===== config.mk =====
export PLATFORM = sky130hd
export DESIGN_NAME = ahb3lite_irq_arbiter_flat
export DESIGN_NICKNAME = d
export VERILOG_FILES = /design/src/rtl/ahb3lite_irq_arbiter_if.sv /design/src/rtl/ahb3lite_irq_arbiter.sv /design/src/flat_wrapper.sv
export SDC_FILE = /design/constraint.sdc
export NUM_CORES = 2
export LEC_CHECK = 0
export ABC_AREA = 1
export BUFFER_PORTS_ARGS = -buffer_cell sky130_fd_sc_hd__buf_2
export CAP_MARGIN = 10
export CORE_AREA = 3 3 378 380
export CTS_CLUSTER_SIZE = 8
export DETAILED_ROUTE_END_ITERATION = 8
export DIE_AREA = 0 0 381 383
export PLACE_DENSITY = 0.51
export SLEW_MARGIN = 30
export SYNTH_ARGS = -nofsm -noshare
export SYNTH_HDL_FRONTEND = slang
export SYNTH_SLANG_ARGS = --single-unit

===== constraint.sdc =====
create_clock -name clk -period 13.2 [get_ports clk]
set_input_delay 0 -clock clk [delete_from_list [all_inputs] [get_ports clk]]
set_output_delay 0 -clock clk [all_outputs]
set_load 0.02 [all_outputs]

===== src/rtl/ahb3lite_irq_arbiter_if.sv =====
// ahb3lite_irq_arbiter_if
//   Bundles the signals between the IRQ source bank, the round-robin arbiter
//   and the interrupt consumer.
//   Signals:
//     irq, edge_sel, irq_en   source bank -> arbiter (raw lines, mode, enables)
//     valid, id               arbiter -> consumer (offered/active vector)
//     ack                     consumer -> arbiter (accept offered vector)
//     eoi, eoi_id             consumer -> arbiter (end-of-interrupt strobe + id)
//     busy, eoi_err, pending  arbiter status
//   Modports:
//     master : the arbiter side (drives valid/id/busy/eoi_err/pending)
//     slave  : the environment side (sources and consumer)
interface ahb3lite_irq_arbiter_if #(
    parameter int unsigned IRQ_CNT = 240,
    parameter int unsigned ID_W    = $clog2(IRQ_CNT)
);
    logic [IRQ_CNT-1:0] irq;
    logic [IRQ_CNT-1:0] edge_sel;
    logic [IRQ_CNT-1:0] irq_en;
    logic               valid;
    logic [ID_W-1:0]    id;
    logic               ack;
    logic               eoi;
    logic [ID_W-1:0]    eoi_id;
    logic               busy;
    logic               eoi_err;
    logic [IRQ_CNT-1:0] pending;

    modport master (
        input  irq, edge_sel, irq_en, ack, eoi, eoi_id,
        output valid, id, busy, eoi_err, pending
    );

    modport slave (
        output irq, edge_sel, irq_en, ack, eoi, eoi_id,
        input  valid, id, busy, eoi_err, pending
    );
endinterface


===== src/rtl/ahb3lite_irq_arbiter.sv =====
// ahb3lite_irq_arbiter
//   Round-robin interrupt scheduler. Captures rising edges of edge-mode sources
//   into a pending register, follows level-mode sources directly, and offers one
//   vector at a time over a valid/ack handshake. An accepted vector stays active
//   until an end-of-interrupt carrying its id; only one vector is ever outstanding.
//   Ports:
//     clk    clock
//     rst_n  asynchronous active-low reset
//     bus    arbiter side of ahb3lite_irq_arbiter_if (see interface header)
module ahb3lite_irq_arbiter #(
    parameter int unsigned IRQ_CNT = 240,
    parameter int unsigned ID_W    = $clog2(IRQ_CNT)
) (
    input  logic                  clk,
    input  logic                  rst_n,
    ahb3lite_irq_arbiter_if.master bus
);

    typedef enum logic [1:0] {StIdle, StOffer, StActive} state_e;

    state_e             state_q, state_d;
    logic [ID_W-1:0]    id_q, id_d;
    logic [ID_W-1:0]    rr_ptr_q, rr_ptr_d;
    logic [IRQ_CNT-1:0] irq_q;
    logic [IRQ_CNT-1:0] pending_q, pending_d;
    logic               eoi_err_q, eoi_err_d;

    logic [IRQ_CNT-1:0] eligible;
    logic [IRQ_CNT-1:0] hi_mask;
    logic [IRQ_CNT-1:0] elig_hi;
    logic [IRQ_CNT-1:0] pend_set;
    logic [IRQ_CNT-1:0] pend_clr;
    logic [ID_W-1:0]    sel_id;
    logic               ack_fire;
    logic               eoi_ok;

    // Lowest set index of a vector (zero when empty; callers gate on |v).
    function automatic logic [ID_W-1:0] first_set(logic [IRQ_CNT-1:0] v);
        logic [ID_W-1:0] r;
        r = '0;
        for (int i = int'(IRQ_CNT) - 1; i >= 0; i--) begin
            if (v[i]) r = ID_W'(i);
        end
        return r;
    endfunction

    // Eligibility is taken from registered state so a new request costs one
    // capture edge plus one selection edge before valid rises.
    always_comb begin
        eligible = bus.irq_en & ((bus.edge_sel & pending_q) | (~bus.edge_sel & irq_q));
        for (int i = 0; i < int'(IRQ_CNT); i++) begin
            hi_mask[i] = (ID_W'(i) >= rr_ptr_q);
        end
        elig_hi = eligible & hi_mask;
        // Search from rr_ptr upward first; fall back to the wrapped low part.
        sel_id  = (|elig_hi) ? first_set(elig_hi) : first_set(eligible);
    end

    always_comb begin
        state_d   = state_q;
        id_d      = id_q;
        rr_ptr_d  = rr_ptr_q;
        ack_fire  = 1'b0;
        eoi_ok    = 1'b0;

        unique case (state_q)
            StIdle: begin
                if (|eligible) begin
                    state_d = StOffer;
                    id_d    = sel_id;
                end
            end
            StOffer: begin
                // Offer is never withdrawn: only ack moves us on.
                if (bus.ack) begin
                    state_d  = StActive;
                    ack_fire = 1'b1;
                end
            end
            StActive: begin
                if (bus.eoi && (bus.eoi_id == id_q)) begin
                    state_d  = StIdle;
                    eoi_ok   = 1'b1;
                    rr_ptr_d = (id_q == ID_W'(IRQ_CNT - 1)) ? '0 : id_q + 1'b1;
                end
            end
            default: state_d = StIdle;
        endcase

        // Any eoi that did not retire the active vector is reported.
        eoi_err_d = bus.eoi & ~eoi_ok;

        // A fresh edge in the same cycle as its ack wins over the clear.
        pend_set  = bus.edge_sel & bus.irq & ~irq_q;
        pend_clr  = ack_fire ? (IRQ_CNT'(1) << id_q) : '0;
        pending_d = pend_set | (pending_q & ~pend_clr);
    end

    always_ff @(posedge clk or negedge rst_n) begin
        if (!rst_n) begin
            state_q   <= StIdle;
            id_q      <= '0;
            rr_ptr_q  <= '0;
            irq_q     <= '0;
            pending_q <= '0;
            eoi_err_q <= 1'b0;
        end else begin
            state_q   <= state_d;
            id_q      <= id_d;
            rr_ptr_q  <= rr_ptr_d;
            irq_q     <= bus.irq;
            pending_q <= pending_d;
            eoi_err_q <= eoi_err_d;
        end
    end

    assign bus.valid   = (state_q == StOffer);
    assign bus.busy    = (state_q == StActive);
    assign bus.id      = id_q;
    assign bus.eoi_err = eoi_err_q;
    assign bus.pending = pending_q;

endmodule

===== src/flat_wrapper.sv =====
// flat-port wrapper written by rule: the top's interface ports become plain ports
module ahb3lite_irq_arbiter_flat 
#(
    parameter int unsigned IRQ_CNT = 240,
    parameter int unsigned ID_W    = $clog2(IRQ_CNT)
)
  (clk, rst_n, bus_irq, bus_edge_sel, bus_irq_en, bus_ack, bus_eoi, bus_eoi_id, bus_valid, bus_id, bus_busy, bus_eoi_err, bus_pending);
  ahb3lite_irq_arbiter_if #(.IRQ_CNT(IRQ_CNT), .ID_W(ID_W)) bus_i ();
  input  logic clk;
  input  logic rst_n;
  input wire logic [$bits(bus_i.irq)-1:0] bus_irq;
  input wire logic [$bits(bus_i.edge_sel)-1:0] bus_edge_sel;
  input wire logic [$bits(bus_i.irq_en)-1:0] bus_irq_en;
  input wire logic [$bits(bus_i.ack)-1:0] bus_ack;
  input wire logic [$bits(bus_i.eoi)-1:0] bus_eoi;
  input wire logic [$bits(bus_i.eoi_id)-1:0] bus_eoi_id;
  output wire logic [$bits(bus_i.valid)-1:0] bus_valid;
  output wire logic [$bits(bus_i.id)-1:0] bus_id;
  output wire logic [$bits(bus_i.busy)-1:0] bus_busy;
  output wire logic [$bits(bus_i.eoi_err)-1:0] bus_eoi_err;
  output wire logic [$bits(bus_i.pending)-1:0] bus_pending;
  assign bus_i.irq = bus_irq;
  assign bus_i.edge_sel = bus_edge_sel;
  assign bus_i.irq_en = bus_irq_en;
  assign bus_i.ack = bus_ack;
  assign bus_i.eoi = bus_eoi;
  assign bus_i.eoi_id = bus_eoi_id;
  assign bus_valid = bus_i.valid;
  assign bus_id = bus_i.id;
  assign bus_busy = bus_i.busy;
  assign bus_eoi_err = bus_i.eoi_err;
  assign bus_pending = bus_i.pending;
  ahb3lite_irq_arbiter #(.IRQ_CNT(IRQ_CNT), .ID_W(ID_W)) u_core (.clk(clk), .rst_n(rst_n), .bus(bus_i));
endmodule

Word-level counts from Yosys, hierarchy flattened
Index checks and enable logic that the tools add are counted.

storage, ports and cells
  flip-flop bits (word level) = 499
  input port bits = 732
  output and inout port bits = 251

cells by class
  add/subtract/negate cells = 1
  order comparisons = 240
  equal/unequal tests = 7
  shifts and indexed selects = 1
  muxes and demuxes = 491
  bitwise operators = 14
  reduce and logical (&&, ||, !) cells = 7

operators by type and width
  kind                   count
  $mux 8                 482
  $and 240x240->240      7
  $ge 8x8->1 const A     112
  $not 240->240          3
  $ge 7x8->1 const A     64
  $or 240x240->240       2
  $reduce_or 240->1      2
  $ge 6x8->1 const A     32
  $mux 240               1
  $shl 1x8->240 const A  1
  $ge 5x8->1 const A     16
  $ge 4x8->1 const A     8
  $ge 3x8->1 const A     4
  $ge 1x8->1 const A     2
  $ge 2x8->1 const A     2
  $add 8x1->8 const B    1
  $eq 8x8->1             1
  $eq 8x8->1 const B     1
  $mux 2                 3
  $pmux 2 s3             1
  $mux 1                 4
  $ne 2x1->1 const B     2
  $reduce_and 2->1       2
  $reduce_and 3->1       1
  7 further kinds        7

Depth between registers and ports, before layout
  depth in word-level cells = 246
  depth in mapped cells = 245
  depth with buffers taken out = 245

Worst setup path before layout
OpenSTA, ideal clock, no wires.

  path type = reg2reg
  start = register u_core.rr_ptr_q[2]
  end = register u_core.id_q[0], in the netlist u_core.bus.id[0]
  setup time = 122 ps
  arrival time = 11435 ps
  slack = 1642 ps
  stages on the path, launching flop included = 235
  buffers on the path = 0
  path through = dfrtp_1 -> nor2_1 -> inv_2 -> nor2_1 -> inv_2 -> nor2_1 -> inv_2 -> a211oi_1 -> inv_1 -> nand2_1 -> nand2_1 -> nand2_1 -> nand2_1 -> nand2_1 -> nand2_1 -> nand2_1 -> nand2_1 -> nand2_1 -> (+199 left out) -> nand2_1 -> nand2_1 -> nand2_1 -> nand2_1 -> nand2_1 -> nand2_1 -> nand2_1 -> nand2_1 -> nand2_1 -> nand2_1 -> nand2_1 -> nand2_1 -> nand2_1 -> nand2_1 -> nand2_1 -> nand2_1 -> nand2_1 -> a21oi_1

on the way
  cells in the longest elaborated chain, start to end = 243

ends and longest elaborated chain
  element                 line                         RTL
  from (decl)             ahb3lite_irq_arbiter.sv:23   logic [ID_W-1:0] rr_ptr_q, rr_ptr_d;
  from (signal assigned)  ahb3lite_irq_arbiter.sv:110  rr_ptr_q <= rr_ptr_d;
  $ge 8x8->1              ahb3lite_irq_arbiter.sv:52   hi_mask[i] = (ID_W'(i) >= rr_ptr_q);
  $and 240x240->240 (*)   ahb3lite_irq_arbiter.sv:54   elig_hi = eligible & hi_mask;
  $mux 8 (240 in series)  ahb3lite_irq_arbiter.sv:42   if (v[i]) r = ID_W'(i);
  $mux 8 (*)              ahb3lite_irq_arbiter.sv:56   sel_id = (|elig_hi) ? first_set(elig_hi) : first_set(eligible);
  to (signal assigned)    ahb3lite_irq_arbiter.sv:109  id_q <= id_d;
  to (decl)               ahb3lite_irq_arbiter.sv:22   logic [ID_W-1:0] id_q, id_d;

Every way passes the cells marked *; elsewhere a longest branch is shown, timed or not.
A chain may end at the register's enable or synchronous reset.

Final worst setup path
Same ends and word-level chain as after synthesis.

==> flow_summary.json <==
{
  "ios": 983,
  "drtIter0Drc": 2827,
  "crit_path_top_delay_cell": "dfrtp_1",
  "critPathMaxStageDelay_ps": 370,
  "synth_edf_count": 0,
  "die_height_um": 383,
  "clock-root-buffer": "clkbuf_16",
  "wirelength_um": 203000,
  "rsz0062_at_grt": "true",
  "areaGrowthSynthToFinish_pct": 59.5,
  "synth_area_leader_cell": "dfrtp_1",
  "fp.dieArea_sq_um": 146000,
  "slew_violations": 0,
  "finalClockSkew_ps": 28.5,
  "synth_fp_nets": 5624,
  "ys_seq_elements": 499,
  "ir_worst_vdd_v": 0.0000879,
  "track_usage_pct": 27.0,
  "clk_pin_slew_worst_paths_ps": 70,
  "setup_viol": 2,
  "fin_setup_tns_ps": -1290,
  "finalCriticalPeriod_ps": 13930,
  "synth.distinct_cells": 44,
  "dr_total_vias": 40441,
  "grt_pass1_wl_um": 284000,
  "syn-cell-area_sq_um": 30900,
  "grt_max_degree": 80,
  "detail_route.first_pass.iterations": 6,
  "synth.top_cell.area_share_pct": 40.4,
  "synth_warnings": 0,
  "fin_util_pct": 35.3,
  "postRouteAntennaNets": 0,
  "synthFlopType": "dfrtp_1",
  "postSynthCellCount": 4886,
  "async_reset_ff_share_pct": 100,
  "dieWidth_um": 381,
  "grt_pass1_vias": 40347,
  "tritoncts": "built",
  "ys_seq_area_share_pct": 40.4,
  "final_hold_viol_count": 0,
  "start_kind": "flip-flop",
  "nNetsFinal": 7545,
  "tightest_slew_ps": 1090,
  "power.density_nw_per_um2": 157,
  "synth.area.top_cells": "dfrtp_1 (40%), nand2_1 (17%), nor2_1 (11%)",
  "regToRegStartpoint": "u_core.rr_ptr_q[2]",
  "drive_gt1_share_pct": 20.2,
  "fmax_mhz": 71.8,
  "wl_per_cell_um": 23.3,
  "std_cell_rows": 137,
  "cts_buffers": 75,
  "overflow": 0,
  "setup_ws_ps": -732,
  "worstPathArrival_ps": 14550,
  "core_sq_um": 140000,
  "portBuffers": 982,
  "maxCapViolCount": 0,
  "fin_crit_sh_pct": 106,
  "cp_common_cell": "nand2_1",
  "failed_checks": "setup timing",
  "viasPerCell": 4.63,
  "htree_levels": 3,
  "power.total_uw": 7710,
  "drc_errors": 0,
  "crit_path_end_kind": "flip-flop",
  "crit_start": "u_core.rr_ptr_q[2]",
  "start_util_pct": 22.1,
  "critical_path.max_fanout": 2,
  "clock_latency_ps": 680,
  "whs_ps": 56.0,
  "postLayoutCellArea_sq_um": 49300,
  "antenna_found_initial": 36,
  "syn_avg_cell_area_sq_um": 6.32,
  "gp_congestion": 1.02,
  "power_leakage_uw": 0.0245,
  "crit_type": "flip-flop to flip-flop",
  "hold_start": "bus_irq_en[1]",
  "relSlewSlack_pct": 26.5,
  "cts_buffer_depth": 3,
  "status": "finished, violations left",
  "dp_hpwl_um": 165000,
  "hp-class": "primary input to flip-flop",
  "required_ps": 13820,
  "place_area_sq_um": 39400,
  "clock_sinks": 499
}
## worst paths after layout
kind | slack (ps) | cells after the start | end
worst min register to register | 440 | 1 | u_core.bus.pending[148]
min in group asynchronous | 80 | 3 | u_core.bus.pending[1]
max in group asynchronous | 10950 | 5 | u_core.bus.pending[79]
worst max register to register | -730 | 245 | u_core.bus.id[0]
worst max-delay path | -730 | 245 | u_core.bus.id[0]
worst min-delay path | 60 | 7 | u_core.bus.id[0]
## final cells by class
type | instances | area [sq um]
diodes | 26 | 65.1
clock inverters | 11 | 166
well taps | 1876 | 2350
multi-input cells | 3462 | 15200
fillers | 15167 | 90300
flip-flops and latches | 499 | 12500
repair buffers | 1931 | 13900
inverters | 838 | 3150
clock buffers | 84 | 1960
## routing by layer
metal	GRT usage [%]	wire length, um
met4	12.9	10400
met3	5.10	13300
met5	0	59
met1	33.6	84500
met2	44.8	94800
## through the flow
step	cells	setup WS [ps]
after floorplan	4886	1640
after global placement	7845	-938
after detailed placement	7845	-657
after CTS	8700	-450
after global routing	8714	-3000
final	8727	-732
## kinds of logic after synthesis
| group | count (synthesis) | synth area share, % |
|---|---|---|
| AND/OR/NAND/NOR | 2606 | 33.2 |
| buffers and inverters | 925 | 11.3 |
| AO/OA/AOI/OAI | 845 | 14.7 |
| flip-flops | 499 | 40.4 |
| adder cells (fa/ha/maj) | 6 | 0.243 |
| XOR/XNOR | 5 | 0.142 |
## synth_stat cells, types with 3 or more instances
library cell,n
a21oi_1,46
dfrtp_1,499
o31ai_1,9
nor3_1,234
clkinv_1,3
nor2_2,4
ha_1,6
o21ai_0,662
a22oi_1,4
buf_1,6
nor2_1,894
nand2_1,1375
o22ai_1,5
a211oi_1,20
nand3_1,78
o211ai_1,48
o21bai_1,15
inv_1,826
nand2_2,3
nor4_1,6
inv_2,9
xor2_1,5
clkbuf_1,78
a31oi_1,22
nand4_1,4
o21a_1,3
## placed cells by master, fill, tap and decap left out, types with 4 or more instances in the layout
cell type      synthesis  routed
inv_2                  9       9
o21ai_1                2       9
nand3_1               78      76
buf_2                  2     981
dlygate4sd3_1          0     722
o211ai_1              48      48
o21ai_0              662     653
a21oi_1               46      41
ha_1                   6       6
nor2_2                 4      13
o31ai_1                9       9
clkbuf_1              78       5
nand2_2                3      22
a211oi_1              20      20
clkbuf_16              0      76
nand2_1             1375    1356
a31oi_1               22      22
nor4_1                 6       6
nor2_1               894     880
inv_1                826     825
buf_4                  1     217
o21bai_1              15      15
nor3_1               234     219
o22ai_1                5       5
buf_6                  0       7
diode_2                0      26
a21oi_2                1       6
nor2_4                 1       6
nor3_2                 0      14
a22oi_1                4       4
nand4_1                4       4
xor2_1                 5       5
dfrtp_1              499     498
## sequential cells by signal, indices dropped and copies added (netlist names)
register	cells
u_core.bus.id	8
u_core.bus.eoi_err	1
u_core.rr_ptr_q	8
u_core.irq_q	240
u_core.bus.pending	240
u_core.state_q	2
## critical path, delay by kind of cell, from the launching register on
kind / cells / cell delay, ps
and+or+nand+nor: 242 / 13050
DFF: 1 / 370
AOI/OAI and AO/OA: 2 / 320
buffers and inverters: 1 / 150
## where the power goes
part / switching, uW / internal [uW] / total (uW)
logic: 2750 / 1370 / 4120
registers: 109 / 1640 / 1750
clock network: 781 / 1070 / 1850
## timing repair
action | in CTS | in global routing
gates resized for setup | 27 | 23
hold endpoints to repair | 569 | 0
pin swaps | 3 | 5
endpoints found under the setup margin | 1 | 2
hold buffers | 723 | 0
setup buffers | 38 | 0
No activity file was read; power rests on OpenSTA's default activity.
